--- src/rtl/seq_pkg.sv ---
// Shared types and constants for the channel enable sequencer.
// Status word places the active flags in the low half and the latched faults in the high half.
package seq_pkg;

  typedef enum logic {
    IDLE   = 1'b0,
    SETTLE = 1'b1
  } seq_state_t;

  localparam int unsigned NCH_MAX         = 16;
  localparam int unsigned STAT_ACTIVE_LSB = 0;
  localparam int unsigned STAT_FAULT_LSB  = 16;

endpackage

--- src/rtl/channel_fault_latch.sv ---
// Per-channel fault capture: 2-flop synchronizer into a sticky latch.
// The host clears the latch by dropping the channel's enable once the fault has gone.
module channel_fault_latch (
  input  logic clock,
  input  logic reset,
  input  logic fault,
  input  logic enable,
  output logic latched
);

  logic sync1;
  logic sync2;

  always_ff @(posedge clock) begin
    if (!reset) begin
      sync1   <= 1'b0;
      sync2   <= 1'b0;
      latched <= 1'b0;
    end else begin
      sync1 <= fault;
      sync2 <= sync1;
      // Set has priority over clear.
      if (sync2) begin
        latched <= 1'b1;
      end else if (!enable) begin
        latched <= 1'b0;
      end
    end
  end

endmodule

--- src/rtl/channel_enable_sequencer.sv ---
// Powers channels up one at a time (lowest index first) with a settle interval between them;
// powers them down immediately on disable or latched fault.
module channel_enable_sequencer
  import seq_pkg::*;
#(
  parameter int unsigned NCH           = 16,
  parameter int unsigned SETTLE_CYCLES = 1000
) (
  input  logic           clock,
  input  logic           reset,
  input  logic [31:0]    channels_enable,
  input  logic [NCH-1:0] channel_fault,
  output logic [NCH-1:0] channel_drive,
  output logic [31:0]    channels_status,
  output logic           busy
);

  localparam int unsigned IDX_W = (NCH > 1) ? $clog2(NCH) : 1;
  localparam int unsigned CNT_W = $clog2(SETTLE_CYCLES + 1);

  seq_state_t       state;
  logic [CNT_W-1:0] cnt;
  logic [IDX_W-1:0] cur;
  logic [IDX_W-1:0] cur_next;
  logic             found;
  logic [NCH-1:0]   active;
  logic [NCH-1:0]   flt_l;
  logic [NCH-1:0]   en;
  logic [NCH-1:0]   off;
  logic [NCH-1:0]   pend;
  logic             unused_enable_bits;

  assign en   = channels_enable[NCH-1:0];
  assign off  = ~en | flt_l;
  assign pend = en & ~channel_drive & ~flt_l;

  generate
    if (NCH < 32) begin : g_unused
      assign unused_enable_bits = ^channels_enable[31:NCH];
    end else begin : g_no_unused
      assign unused_enable_bits = 1'b0;
    end
  endgenerate

  for (genvar g = 0; g < NCH; g++) begin : g_flt
    channel_fault_latch u_latch (
      .clock   (clock),
      .reset   (reset),
      .fault   (channel_fault[g]),
      .enable  (channels_enable[g]),
      .latched (flt_l[g])
    );
  end

  // Lowest pending index wins.
  always_comb begin
    cur_next = '0;
    found    = 1'b0;
    for (int unsigned i = 0; i < NCH; i++) begin
      if (pend[i] && !found) begin
        cur_next = IDX_W'(i);
        found    = 1'b1;
      end
    end
  end

  always_ff @(posedge clock) begin
    if (!reset) begin
      state         <= IDLE;
      cnt           <= '0;
      cur           <= '0;
      channel_drive <= '0;
      active        <= '0;
      busy          <= 1'b0;
    end else begin
      // Power-down runs regardless of the FSM; the FSM only ever raises bits that are not off.
      channel_drive <= channel_drive & ~off;
      active        <= active & ~off;
      busy          <= (state == SETTLE);
      case (state)
        IDLE: begin
          if (found) begin
            cur                     <= cur_next;
            channel_drive[cur_next] <= 1'b1;
            cnt                     <= CNT_W'(SETTLE_CYCLES - 1);
            state                   <= SETTLE;
          end
        end
        SETTLE: begin
          if (off[cur]) begin
            state <= IDLE;
          end else if (cnt == '0) begin
            active[cur] <= 1'b1;
            state       <= IDLE;
          end else begin
            cnt <= cnt - 1'b1;
          end
        end
        default: state <= IDLE;
      endcase
    end
  end

  always_comb begin
    channels_status                             = '0;
    channels_status[STAT_ACTIVE_LSB +: NCH]     = active;
    channels_status[STAT_FAULT_LSB +: NCH]      = flt_l;
  end

endmodule

--- config.mk ---
export PLATFORM = sky130hd
export DESIGN_NAME = channel_enable_sequencer
export DESIGN_NICKNAME = d
export VERILOG_FILES = /design/src/rtl/seq_pkg.sv /design/src/rtl/channel_fault_latch.sv /design/src/rtl/channel_enable_sequencer.sv
export SDC_FILE = /design/constraint.sdc
export NUM_CORES = 1
export LEC_CHECK = 0
export ABC_AREA = 1
export CORE_MARGIN = 4
export CORE_UTILIZATION = 25
export CTS_BUF_LIST = sky130_fd_sc_hd__clkbuf_4
export CTS_CLUSTER_DIAMETER = 30
export CTS_CLUSTER_SIZE = 10
export DETAILED_ROUTE_END_ITERATION = 6
export GPL_TIMING_DRIVEN = 0
export SYNTH_ARGS = -nofsm -noshare
export SYNTH_HDL_FRONTEND = slang
export SYNTH_SLANG_ARGS = --single-unit
--- constraint.sdc ---
create_clock -name clock -period 3.8 [get_ports clock]
set_input_delay 1.14 -clock clock [delete_from_list [all_inputs] [get_ports clock]]
set_output_delay 1.14 -clock clock [all_outputs]
set_load 0.02 [all_outputs]
# ---- After elaboration in Yosys (flattened, before gate mapping)
# Index checks and enable logic that the tools add are counted.
dict set report totals {
  output_inout_bits 49
  ff_bits 96
  inputBits 50
}
dict set report op_classes {
  bitwise 12
  reduce_logical 35
  n_mux 82
  order_cmp 4
  eq_ne 19
  addsub 1
}
# cell count
set op_table {}
lappend op_table {{$mux 16} 5}
lappend op_table {{$and 16x16->16} 4}
lappend op_table {{$not 16->16} 4}
lappend op_table {{$mux 1} 55}
lappend op_table {{$mux 4} 13}
lappend op_table {{$or 16x16->16} 3}
lappend op_table {{$ne 2x1->1 const B} 16}
lappend op_table {{$mux 10} 3}
lappend op_table {{$pmux 10 s2} 1}
lappend op_table {{$logic_and 1x1->1} 17}
lappend op_table {{$logic_not 1->1} 15}
lappend op_table {{$logic_not 10->1} 1}
lappend op_table {{$lt 4x5->1 const B} 2}
lappend op_table {{$sub 10x1->10 const B} 1}
lappend op_table {{$demux 1 s4} 2}
lappend op_table {{$ge 4x1->1 const B} 2}
lappend op_table {{$ne 2x2->1 const B} 3}
lappend op_table {{$bmux 1 s4} 1}
lappend op_table {{$reduce_and 3->1} 1}
lappend op_table {{$mux 2} 1}
lappend op_table {{$pmux 1 s2} 1}
lappend op_table {{$reduce_and 2->1} 1}
lappend op_table {{$not 1->1} 1}

# ---- Depth between registers and ports, before layout
# Gate-level depths: netlist (run 1).
dict set report logic_depth {
  ltp_word 56
  ltp_mapped 13
  ltp_nobuf 13
}

# ---- Cells and area by module
# Synthesis (run 1) repeated with hierarchy kept, for this count alone.
dict set report hier_totals {
  cells_unflattened 571
  hier_area_um2 4220.3
}
# module area_per_inst_um2 n_inst cells_per_inst
set by_module_without_submodules {}
lappend by_module_without_submodules {channel_enable_sequencer 2698.8 1 395}
lappend by_module_without_submodules {channel_fault_latch 95.1 16 11}

# ---- Worst setup path after synthesis (run 1)
# Ideal clock, no wire load.
dict set report synth_path {
  path_kind {input to register}
  from {in channels_enable[1]}
  to {reg cnt[0]}
  required_ns 3.730
  path_slack_ns 1.209
  setup_time_ns 0.070
  arrival_time_ns 2.521
  path_stages 12
  path_cell_list {nand3_1 -> nand2_2 -> nor2_4 -> nand4_4 -> nor3_4 -> nand4_2 -> nor2_4 -> nand4_2 -> nand2_4 -> buf_8 -> nand3_1 -> a21oi_1}
}
dict set report synth_via {
  elab_chain_cells 48
  word_cells_on_any_way 53
}
# element line
set synth_rtl {}
lappend synth_rtl {{start, declared} channel_enable_sequencer.sv:11} ;# input logic [31:0] channels_enable,
lappend synth_rtl {{$and 16x16->16 (2 in series)} channel_enable_sequencer.sv:35} ;# assign pend = en & ~channel_drive & ~flt_l;
lappend synth_rtl {{$logic_and 1x1->1} channel_enable_sequencer.sv:60} ;# if (pend[i] && !found) begin
lappend synth_rtl {{$mux 1} channel_enable_sequencer.sv:60}
lappend synth_rtl {{$logic_not 1->1} channel_enable_sequencer.sv:60}
lappend synth_rtl {{$logic_and 1x1->1} channel_enable_sequencer.sv:60}
lappend synth_rtl {{$mux 1} channel_enable_sequencer.sv:60}
lappend synth_rtl {{$logic_not 1->1} channel_enable_sequencer.sv:60}
lappend synth_rtl {{$logic_and 1x1->1} channel_enable_sequencer.sv:60}
lappend synth_rtl {{[... 31 more ...]} n/a}
lappend synth_rtl {{$logic_not 1->1} channel_enable_sequencer.sv:60}
lappend synth_rtl {{$logic_and 1x1->1} channel_enable_sequencer.sv:60}
lappend synth_rtl {{$mux 1} channel_enable_sequencer.sv:60}
lappend synth_rtl {{$logic_not 1->1} channel_enable_sequencer.sv:60}
lappend synth_rtl {{$logic_and 1x1->1} channel_enable_sequencer.sv:60}
lappend synth_rtl {{$mux 1} channel_enable_sequencer.sv:60}
lappend synth_rtl {{$ne 2x2->1 (no source line)} n/a}
lappend synth_rtl {{$reduce_and 3->1 (no source line) *} n/a}
lappend synth_rtl {{end signal, assigned} channel_enable_sequencer.sv:85} ;# cnt <= CNT_W'(SETTLE_CYCLES - 1);
lappend synth_rtl {{end signal, assigned} channel_enable_sequencer.sv:96} ;# cnt <= cnt - 1'b1;
lappend synth_rtl {{end, declared} channel_enable_sequencer.sv:22} ;# logic [CNT_W-1:0] cnt;
# Every way passes the cells marked *; elsewhere a longest branch is shown, timed or not. The select of a mux whose other input is x is not followed.
# A chain may end at the register's enable or synchronous reset.

# ---- Worst setup path after layout (run 1)
dict set report layout_path {
  from {in channels_enable[5]}
  to {reg active[14]}
}
dict set report layout_via {
  elab_chain_cells 6
}
# element line
set layout_rtl {}
lappend layout_rtl {{$not 16->16} channel_enable_sequencer.sv:34} ;# assign off = ~en | flt_l;
lappend layout_rtl {{$or 16x16->16} channel_enable_sequencer.sv:34}
lappend layout_rtl {{$bmux 1 s4} channel_enable_sequencer.sv:90} ;# if (off[cur]) begin
lappend layout_rtl {{$mux 1 (not written as such)} channel_enable_sequencer.sv:90}
lappend layout_rtl {{$mux 16} channel_enable_sequencer.sv:90}
lappend layout_rtl {{$mux 16} channel_enable_sequencer.sv:80} ;# case (state)
lappend layout_rtl {{end signal, assigned} channel_enable_sequencer.sv:78} ;# active <= active & ~off;
lappend layout_rtl {{end, declared} channel_enable_sequencer.sv:26} ;# logic [NCH-1:0] active;
# No other way between the ends. The select of a mux whose other input is x is not followed.

==> flow_metrics.tcl, run 1 <==
set metrics [dict create \
    status "finished clean" \
    drv_slew 0 \
    routedWlPerCell_um 13.0 \
    gp_congestion 0.907 \
    drt-initial-drc-count 180 \
    yosys.area_share.simple 0.285 \
    min_from "g_flt[5].u_latch.sync1$_SDFF_PN0_" \
    tightest_slew_ns 0.662 \
    fill_cells 1731 \
    start_util 0.258 \
    hold_path_class "reg -> reg" \
    rsz0062_at_grt "no" \
    rrSetupSlack_ns 1.48 \
    crit_buf_inv 3 \
    grt_max_degree 18 \
    end_kind "flip-flop" \
    fin_crit_sh 0.762 \
    cp.required_ns 4.23 \
    maxCapViolations 0 \
    cts-root-buf "clkbuf_4" \
    power.density_mw_per_mm2 381 \
    drt_pass1_iterations 5 \
    layout-drive-gt1-share 0.0868 \
    post-route-min-period_ns 2.89 \
    syn_nets 621 \
    path_cells "clkdlybuf4s50_1, inv_1, nor2_1, nand3_1, o21ai_1, o21ai_0, nand4_2, clkbuf_1, nand4_1, a21oi_1" \
    portBuffers 82 \
    cts_tree "done" \
    synthMuxAreaShare 0 \
    fmax_mhz 345 \
    dpl.hpwl_um 8750 \
    die_h_um 137 \
    ys_async_sr_fraction 0 \
    synth_cell_types 37 \
    setup.worst_path.start "channels_enable[5]" \
    coreArea_mm2 0.0161 \
    synth_compound_area_frac 0.102 \
    setup_viol 0 \
    clk_pin_slew_ns 0.16 \
    htreeDepth 3 \
    synth_area_per_cell_um2 7.28 \
    clock_path_buffers 2 \
    cts_sinks 96 \
    timing.rr.start "cnt[0]$_SDFFE_PN0P_" \
    critPathTopFamily "simple AND/OR/NAND/NOR gates" \
    hold_viol 0 \
    insertion_delay_ns 0.49 \
    wl_um 11500 \
    synth_fa_ha_area_frac 0.00302 \
    grt_use_total 0.125 \
    area_delta_synth_final_pct 30.5 \
    final_common_cell "nand2_1" \
    die_w_um 137 \
    vias 3707 \
    clock_skew_ns 0.0200 \
    layout_common_cells "110 x nand2_1, 100 x inv_1, 96 x dfxtp_1, 82 x clkdlybuf4s50_1, 69 x nor2_1" \
    cts_buffers 9 \
    utilization 0.337 \
    slew_headroom 0.559 \
    critPathLaunchType "input pin" \
    drcViolationCount 0 \
    synthXorXnorAreaFrac 0.00633 \
    fin_hold_ws_ns 0.424 \
    max_stage_delay_ns 0.49 \
    grt_first_pass_wirelength_um 17900 \
    pin_count 99 \
    cp.arrival_ns 3.32 \
    yosys_warnings 0 \
    cts_hold_buf 0 \
    path_max_fanout 10 \
    peakVddDrop_uv 205 \
    dieArea_mm2 0.0187 \
    leakage_nw 2.49 \
    syn-cell-area_mm2 0.00415 \
    post_cts_buffers 0 \
    rows 46 \
    grt_pass1_vias 3438 \
    worstSetupPathType "in -> reg" \
    synth_seq_cells 96 \
    ys.flop_type "dfxtp_1" \
    ant_nets 0 \
    postSynthCellCount 570 \
    setup_tns_ns 0 \
    synth_edf_count 0 \
    synth_top_family_by_area "simple AND/OR/NAND/NOR gates" \
    synth_seq_area_share 0.463 \
    grt_overflow 0 \
    cts_resized 0 \
    viasPerCell 4.19 \
    cp_slowest_cell "clkdlybuf4s50_1" \
    antenna_found_initial 1 \
    nets 714 \
]
-- worst register-to-register path, cell delays in order (launching register included) --
cell,delay (ns)
dfxtp_1,0.39
inv_1,0.08
ha_1,0.17
nand2_1,0.08
nor2_1,0.10
inv_1,0.07
nor3_2,0.48
nor2_1,0.13
nand2_1,0.12
buf_2,0.24
nand2_2,0.17
nand2_1,0.10
a21oi_1,0.06
-- stage by stage --
| step | worst slack, ns | area [µm²] | cells | power [mW] |
|---|---|---|---|---|
| after floorplan | 1.21 | 4150 | 570 | 1.31 |
| after global placement | 0.425 | 5240 | 868 | 1.43 |
| after detailed placement | 0.418 | 5240 | 868 | 1.43 |
| after CTS | 0.950 | 5410 | 884 | 2.09 |
| after global routing | 0.735 | 5410 | 885 | 2.17 |
| final | 0.905 | 5410 | 885 | 2.06 |
-- flip-flops by register name (all words and copies together) (netlist names) --
name / count
busy: 1
g_flt.u_latch.latched: 16
g_flt.u_latch.sync1: 16
state: 1
channel_drive: 16
active: 16
cnt: 10
g_flt.u_latch.sync2: 16
cur: 4
-- cells in the mapped netlist (3+ instances only) --
library cell | number | area share
dfxtp_1 | 96 | 0.46
nand3_1 | 29 | 0.035
clkbuf_1 | 13 | 0.012
or2_2 | 9 | 0.014
o21ai_0 | 16 | 0.019
nand4_1 | 18 | 0.027
a21oi_1 | 44 | 0.053
nor3_1 | 5 | 0.0060
o22ai_1 | 9 | 0.014
inv_1 | 100 | 0.090
inv_2 | 3 | 0.0027
nand4_2 | 3 | 0.0091
nor2_1 | 69 | 0.062
nand2_1 | 110 | 0.10
nand3b_1 | 3 | 0.0054
buf_4 | 16 | 0.029
-- power breakdown --
part	switching, mW	leakage [nW]	internal, mW
clock network	0.375	0.0924	0.275
logic	0.199	1.61	0.133
registers	0.0293	0.786	1.05
total	0.603	2.49	1.46
-- final timing paths --
path	end	depth (start not counted)
worst min-delay path	g_flt[5].u_latch.sync2$_SDFF_PN0_	2
worst max-delay path	active[14]$_SDFF_PN0_	10
worst max register to register	cnt[1]$_SDFFE_PN0P_	12
worst min register to register	g_flt[5].u_latch.sync2$_SDFF_PN0_	2
-- per-layer routing --
metal	track usage	share of wire	vias to the layer above	wire [µm]
met2	0.196	0.45	89	5100
met4	0.0477	0.018	0	204
met5	0	0	-	0
li1	-	-	1972	-
met1	0.158	0.46	1630	5280
met3	0.0460	0.076	16	873
-- layout make-up --
class / count / area, µm² / area share
repair buffers: 82 / 821 / 0.152
plain buffers: 33 / 196 / 0.0363
flip-flops and latches: 96 / 1920 / 0.355
well taps: 216 / 270 / 0.0499
clock buffers: 9 / 67.6 / 0.0125
inverters: 103 / 387 / 0.0714
diodes: 1 / 2.50 / 0.000462
clock inverters: 7 / 103 / 0.0190
multi-input cells: 338 / 1640 / 0.304
-- cells by family after synthesis --
| family | count (synthesis) |
|---|---|
| xor+xnor | 3 |
| buf+inv | 136 |
| simple gates | 256 |
| fa+ha+maj | 1 |
| flops | 96 |
| compound gates | 78 |
Note: power is estimated with default switching activity, not from simulation.
==> run 2: changes to the inputs <==
==> constraint.sdc (replaced) <==
create_clock -name clock -period 2.74 [get_ports clock]
set_input_delay 0.822 -clock clock [delete_from_list [all_inputs] [get_ports clock]]
set_output_delay 0.822 -clock clock [all_outputs]
set_load 0.02 [all_outputs]
==> run 2 against run 1 <==
Worst hold slack lost 0.00052 ns; total power increased by 39%; clock skew hardly changed; global-route usage stayed put; die area did not move; core utilization is essentially flat; register-to-register slack lost 1.1 ns; critical path type unchanged; critical endpoint unchanged; largest cell class unchanged.
==> flow_metrics.tcl, run 2 (synthesis gave the netlist of run 1 again) <==
set metrics [dict create \
    clock_path_buffers 2 \
    antenna_found_initial 1 \
    start_util 0.258 \
    cts_hold_buf 0 \
    ant_nets 0 \
    cts_resized 0 \
    final_area_mm2 0.00542 \
    cts_buffers 9 \
    insertion_delay_ns 0.49 \
    placed_cell_area_mm2 0.00524 \
    critPathLaunchType "input pin" \
    r2r_end "cnt[1]$_SDFFE_PN0P_" \
    maxCapViolations 0 \
    path_cells "clkdlybuf4s50_1, inv_1, nor2_1, inv_1, o22ai_1, o21ai_0, nand4_2, clkbuf_1, nand4_1, a21oi_1" \
    internal_power_mw 2.02 \
    netSwitchingFraction 0.293 \
    vias 3713 \
    clk_pin_slew_ns 0.16 \
    coreArea_mm2 0.0161 \
    drt-initial-drc-count 181 \
    die_h_um 137 \
    tightest_slew_ns 0.658 \
    dpl.hpwl_um 8750 \
    cp_common_cell "inv_1" \
    gp_congestion 0.907 \
    grt_max_degree 18 \
    dp_cells 868 \
    layout_common_cells "110 x nand2_1, 100 x inv_1, 96 x dfxtp_1, 82 x clkdlybuf4s50_1, 67 x nor2_1" \
    cts_sinks 96 \
    rows 46 \
    timing.rr.start "cnt[0]$_SDFFE_PN0P_" \
    drcViolationCount 0 \
    fin_hold_ws_ns 0.424 \
    power.density_mw_per_mm2 527 \
    cts_tree "done" \
    dieArea_mm2 0.0187 \
    cp.arrival_ns 3.00 \
    fin_crit_sh 0.940 \
    post_cts_buffers 0 \
    netSwitchingPower_mw 0.837 \
    max_stage_delay_ns 0.50 \
    grt_pass1_vias 3438 \
    grt_first_pass_wirelength_um 17900 \
    power.share.combinational 0.161 \
    clock_power_share 0.315 \
    routedWlPerCell_um 13.0 \
    cp_slowest_cell "clkdlybuf4s50_1" \
    hold_viol 0 \
    cts-root-buf "clkbuf_4" \
    htreeDepth 3 \
    pin_count 99 \
    viasPerCell 4.20 \
    setup_tns_ns 0 \
    slew_headroom 0.561 \
    post-route-min-period_ns 2.57 \
    worstSetupPathType "in -> reg" \
    drv_slew 0 \
    worstHoldEndpoint "g_flt[5].u_latch.sync2$_SDFF_PN0_" \
    cp.required_ns 3.17 \
    crit_buf_inv 4 \
    grt_overflow 0 \
    total_power_mw 2.86 \
    die_w_um 137 \
    rrSetupSlack_ns 0.43 \
    status "finished clean" \
    critPathTopFamily "buffers and inverters" \
    final_common_cell "nand2_1" \
    grt_use_total 0.125 \
    peakVddDrop_uv 284 \
    r2r.worst_path.cells 12 \
    min_from "g_flt[5].u_latch.sync1$_SDFF_PN0_" \
    seq_power_share 0.524 \
    wl_um 11500 \
    fmax_mhz 388 \
    leakage_nw 2.49 \
    final_cells 885 \
    portBuffers 82 \
    setup_viol 0 \
    path_max_fanout 10 \
    end_kind "flip-flop" \
    layout-drive-gt1-share 0.0898 \
    hold_path_class "reg -> reg" \
    drt_pass1_iterations 5 \
    nets 714 \
    holdPathStages 2 \
    rsz0062_at_grt "no" \
    clock_skew_ns 0.0202 \
    area_delta_synth_final_pct 30.6 \
]
-- run 2: layout make-up --
class / instances / area, µm²
Fill cell: 1728 / 10600
Sequential cell: 96 / 1920
Multi-Input combinational cell: 338 / 1650
Timing Repair Buffer: 82 / 821
Inverter: 103 / 387
Tap cell: 216 / 270
Buffer: 33 / 196
Clock inverter: 7 / 103
Clock buffer: 9 / 67.6
Antenna cell: 1 / 2.50
-- run 2: routing by layer --
layer	vias up	global-route usage	routed length [µm]
li1	1972	-	-
met4	0	0.0477	204
met1	1632	0.158	5260
met5	-	0	0
met2	93	0.196	5100
met3	16	0.0460	895
-- run 2: worst max path at each step --
stage / from / endpoint / slack, ns / cells past startpoint
5_1_grt: channels_enable[0] / cnt[8]$_SDFFE_PN0P_ / 0.01 / 13
2_1_floorplan: channels_enable[1] / cnt[0]$_SDFFE_PN0P_ / 0.47 / 12
3_5_place_dp: channels_enable[0] / cnt[3]$_SDFFE_PN0P_ / -0.32 / 13
6_report: channels_enable[11] / active[14]$_SDFF_PN0_ / 0.17 / 10
4_1_cts: channels_enable[5] / active[14]$_SDFF_PN0_ / 0.21 / 10
3_3_place_gp: channels_enable[7] / active[14]$_SDFF_PN0_ / -0.32 / 10
-- run 2: per-stage QoR --
| stage | utilization | setup slack [ns] |
|---|---|---|
| 2_1_floorplan | - | 0.467 |
| 3_3_place_gp | 0.326 | -0.317 |
| 3_5_place_dp | 0.326 | -0.324 |
| 4_1_cts | 0.337 | 0.208 |
| 5_1_grt | 0.337 | 0.0123 |
| 6_report | 0.337 | 0.165 |
-- run 2: tightest hold or removal path, delay by kind of cell, from the launching register on --
kind	cells	cell delay, ns
DFF	1	0.33
and+or+nand+nor	1	0.05
buffers and inverters	1	0.03
-- run 2: power by group through the flow --
stage / Combinational, mW / Clock (mW) / Sequential [mW]
after floorplan: 0.292 / 0 / 1.52
after global placement: 0.456 / 0 / 1.53
after detailed placement: 0.458 / 0 / 1.53
after CTS: 0.461 / 0.935 / 1.50
after global routing: 0.516 / 0.986 / 1.51
final: 0.460 / 0.901 / 1.50
